**config.mk**
```make
export PLATFORM = sky130hd
export DESIGN_NAME = sd_usb_tx_fifo
export DESIGN_NICKNAME = d
export VERILOG_FILES = /design/src/rtl/sd_usb_tx_fifo.sv
export SDC_FILE = /design/constraint.sdc
export NUM_CORES = 1
export LEC_CHECK = 0
export ABC_AREA = 1
export CORE_UTILIZATION = 58
export DETAILED_ROUTE_END_ITERATION = 7
export GPL_ROUTABILITY_DRIVEN = 0
export PLACE_DENSITY = 0.85
export SYNTH_ARGS = -nofsm -noshare
export SYNTH_HDL_FRONTEND = slang
export SYNTH_SLANG_ARGS = --single-unit
```
**constraint.sdc**
```tcl
create_clock -name clk -period 3.1 [get_ports clk]
set_input_delay 0.62 -clock clk [delete_from_list [all_inputs] [get_ports clk]]
set_output_delay 0.62 -clock clk [all_outputs]
set_load 0.03 [all_outputs]
```
**src/rtl/sd_usb_tx_fifo.sv**
```systemverilog
// rtl/sd_usb_tx_fifo.sv - SD-to-USB transmit byte FIFO with packet-ready and flush (option: TX_FIFO_FWFT_EN)
module sd_usb_tx_fifo #(
  parameter int DEPTH     = 64,
  parameter int PKT_BYTES = 64,
  parameter int ADDR_W    = $clog2(DEPTH)
) (
  input  logic              clk,
  input  logic              n_rst,
  input  logic              clear,
  input  logic              w_enable,
  input  logic [7:0]        w_data,
  input  logic              flush,
  input  logic              r_enable,
  output logic [7:0]        r_data,
  output logic              empty,
  output logic              full,
  output logic [ADDR_W:0]   count,
  output logic              pkt_rdy,
  output logic              overrun,
  output logic              underrun
);

  localparam logic [ADDR_W:0] DEPTH_CNT = (ADDR_W+1)'(DEPTH);
  localparam logic [ADDR_W:0] PKT_CNT   = (ADDR_W+1)'(PKT_BYTES);

  logic [7:0]        mem [DEPTH];
  logic [ADDR_W-1:0] wr_ptr;
  logic [ADDR_W-1:0] rd_ptr;
  logic              flush_pend;
  logic              flush_pend_nxt;
  logic [ADDR_W:0]   count_nxt;
  logic              wr_acc;
  logic              rd_acc;

  // Status flags come straight from the registered count.
  assign empty = (count == '0);
  assign full  = (count == DEPTH_CNT);

  // Accept decisions and next count / flush state; clear overrides everything.
  always_comb begin
    wr_acc    = w_enable && (!full || r_enable) && !clear;
    rd_acc    = r_enable && !empty && !clear;
    count_nxt = count;
    if (clear) begin
      count_nxt = '0;
    end else if (wr_acc && !rd_acc) begin
      count_nxt = count + 1'b1;
    end else if (!wr_acc && rd_acc) begin
      count_nxt = count - 1'b1;
    end
    flush_pend_nxt = flush_pend || (flush && (!empty || wr_acc));
    if (clear || (count_nxt == '0) || (count_nxt >= PKT_CNT)) begin
      flush_pend_nxt = 1'b0;
    end
  end

  // Byte storage; never reset or erased, only overwritten on accepted writes.
  always_ff @(posedge clk) begin
    if (wr_acc) begin
      mem[wr_ptr] <= w_data;
    end
  end

  // Pointers, count, flush tracking and registered status pulses.
  always_ff @(posedge clk or negedge n_rst) begin
    if (!n_rst) begin
      wr_ptr     <= '0;
      rd_ptr     <= '0;
      count      <= '0;
      flush_pend <= 1'b0;
      pkt_rdy    <= 1'b0;
      overrun    <= 1'b0;
      underrun   <= 1'b0;
    end else begin
      if (clear) begin
        wr_ptr <= '0;
        rd_ptr <= '0;
      end else begin
        if (wr_acc) wr_ptr <= wr_ptr + 1'b1;
        if (rd_acc) rd_ptr <= rd_ptr + 1'b1;
      end
      count      <= count_nxt;
      flush_pend <= flush_pend_nxt;
      pkt_rdy    <= (count_nxt >= PKT_CNT) || (flush_pend_nxt && (count_nxt != '0));
      overrun    <= !clear && w_enable && full && !r_enable;
      underrun   <= !clear && r_enable && empty;
    end
  end

`ifdef TX_FIFO_FWFT_EN
  // Head byte is presented combinationally; zero while nothing is stored.
  assign r_data = empty ? 8'h00 : mem[rd_ptr];
`else
  // Head byte is captured on each accepted read and held until the next one.
  always_ff @(posedge clk or negedge n_rst) begin
    if (!n_rst) begin
      r_data <= 8'h00;
    end else if (rd_acc) begin
      r_data <= mem[rd_ptr];
    end
  end
`endif

endmodule

```
==> flow_summary.ini <==
[critical_path]
crit_start = count[0]
crit_arrival_ps = 2200
r2r_setup_slack_ps = 520
start_kind = flip-flop
rr_startpoint = count[0]
ff2ff_path_depth = 11
critical_path_class = reg2out
timing.rr.end = mem[50][6]
endpoint_kind = primary output
crit_fanout = 6
endpoint = empty
cp.required_ps = 2480

[floorplanning]
core-area_mm2 = 0.0378
rows = 71
fp.dieArea_mm2 = 0.0392
dieWidth_um = 198
fp.dieH_um = 198
start_util = 0.590
io_pins = 34

[detailed_routing]
drtPass1Iterations = 8
routedWlPerCell_um = 22.9
vias_per_cell = 6.20
num_vias = 15300
ant_nets = 0
drc = 0
wirelength_um = 56600
drtIter0Drc = 2556

[global_routing]
grt_max_degree = 103
grt_first_pass_wirelength_um = 85400
grt_antenna_before_repair = 0
track_usage = 0.295
overflow = 0
first_global_vias = 14900

[timing]
finalSetupViolCount = 0
tightest_slew_ps = 790
finalSetupTns_ps = 0
rsz0062_at_grt = no
finalCriticalPeriod_ps = 2820
final_max_slew_viol_count = 0
maxClockFrequency_ghz = 0.355
hold_viol_final = 0
fin_crit_sh = 0.910
skew_ps = 31.7
slew_headroom = 0.473

[synthesis]
synth_top_family_by_area = simple AND/OR/NAND/NOR gates
synthSimpleGateAreaFrac = 0.129
synth_most_common_cell = edfxtp_1
ys_seq_area_frac = 0.725
synth_edf_count = 512
synth-xor-area-share = 0.00354
synth_flop_cell = edfxtp_1
synth_top_area_cell = edfxtp_1
async_flop_share = 0.0571
synth_fp_nets = 1842
synth_top_cells_by_area = edfxtp_1 69%, nand2_1 5.5%, nor2_1 4.7%
synth-compound-area-share = 0.0846
ys_seq_elements = 543
synth_cell_types = 34
synth_cells = 1823
synthMuxAreaShare = 0.0252
synth_top_area_frac = 0.690
yosys_warnings = 0
postSynthAreaPerCell_um2 = 12.2
synth_commonest_cells = 512 x edfxtp_1, 329 x nand2_1, 279 x nor2_1
syn-cell-area_mm2 = 0.0223
synthAdderAreaFrac = 0.00281

[placed_design]
portBuffers = 33
dp.cells = 2375
place_hpwl_um = 35200

[clock_network]
post_cts_buffers = 0
cts_buffers = 51
htreeDepth = 2
cts-root-buf = clkbuf_16
cts.sinks = 543
cts_tree = done
ctsHoldBuffers = 0
clk_pin_slew_worst_paths_ps = 60
clk_path_buf_depth = 3
worstSkewPairLatency_ps = 590

[final_layout]
multi_input_area_mm2 = 0.00546
diodes = 0
fin_cells = 2470
fin_nets = 1936
nFillCells = 2442
synthToLayoutAreaGrowth_pct = 13.6
drive_gt1_frac = 0.111
seqCellArea_mm2 = 0.0162

[run_status]
outcome = complete, no violations

[power]
power.leakage_nw = 9.14
ir_drop_mv = 0.401
p_per_area_mw_per_mm2 = 721

[hold_path]
hp-class = in2async

[job]
maxCapViolCount = 0
final cells by class:
cell class	count	area share
multi-input combinational	1134	0.216
clock inverter	30	0.0100
sequential	543	0.638
clock buffer	65	0.0529
timing repair buffer	144	0.0514
inverter	43	0.00657
tap	511	0.0253
power breakdown:
group	internal [mW]	total (mW)	switching [mW]
Sequential	8.11	8.32	0.212
Combinational	1.19	3.95	2.76
Clock	3.39	5.97	2.58
Total	12.7	18.2	5.55
timing repair:
action | CTS | global route
cloned | 0 | 0
gates resized for setup | 1 | 1
setup endpoints to repair | 1 | 1
cells by family (layout without fill, tap and decap cells):
| group | Yosys count | after routing |
|---|---|---|
| and+or+nand+nor | 710 | 710 |
| DFF | 543 | 543 |
| AOI/OAI and AO/OA | 354 | 354 |
| buffers and inverters | 146 | 282 |
| muxes | 56 | 56 |
| xor gates and xnor gates | 9 | 9 |
| adders and majority gates | 5 | 5 |
layer usage:
layer  vias up  part of all wire  GRT usage
met1      7205              0.35      0.387
met2      1235              0.47      0.470
li1       6677                 -          -
met3       209              0.13     0.0668
met5         -                 0          0
met4         0             0.049      0.138
state kept, by name, indices dropped and copies added (netlist names):
name / cells
overrun: 1
flush_pend: 1
mem: 512
pkt_rdy: 1
underrun: 1
r_data: 8
wr_ptr: 6
rd_ptr: 6
count: 7
cells in the final DEF, fill, tap and decap left out, drive strengths merged:
| cell type | n |
|---|---|
| nand4 | 10 |
| clkinvlp | 1 |
| dfrtp | 31 |
| nand2 | 335 |
| nand3 | 77 |
| inv | 45 |
| mux2i | 56 |
| clkinv | 23 |
| xnor2 | 3 |
| bufinv | 4 |
| xor2 | 6 |
| edfxtp | 512 |
| clkbuf | 65 |
| a22oi | 1 |
| ha | 5 |
| a21boi | 8 |
| dlygate4sd2 | 1 |
| a21oi | 77 |
| nor3 | 5 |
| o211ai | 1 |
| o21ai | 200 |
| clkdlybuf4s50 | 23 |
| o22ai | 67 |
| nor2 | 283 |
| dlymetal6s2s | 1 |
| buf | 119 |
metrics by stage:
stage / cell area, µm² / power [mW] / hold WS, ps / util / setup slack (ps)
after floorplan: 22300 / 11.0 / 324 / - / 591
after global placement: 23700 / 12.1 / 545 / 0.628 / 331
after detailed placement: 23700 / 12.3 / 544 / 0.628 / 241
after CTS: 25300 / 18.2 / 453 / 0.670 / 84.2
after global routing: 25300 / 18.8 / 503 / 0.670 / 157
final: 25300 / 18.2 / 455 / 0.670 / 280
worst min path at each step:
stage | startpoint | to | depth (start not counted)
global placement | r_data[6] | r_data[6] | 2
floorplan | n_rst | count[0] | 0
global route | n_rst | count[0] | 2
finish | n_rst | count[4] | 2
CTS | n_rst | count[4] | 2
detailed placement | r_data[0] | r_data[0] | 2
critical path, cell delays in order, from the launching register on:
cell and delay [ps]:
dfrtp_1 450, inv_1 200, ha_1 190, nand2_2 70
nor2_1 270, dlygate4sd2_1 450
(Power assumes the default switching activity.)
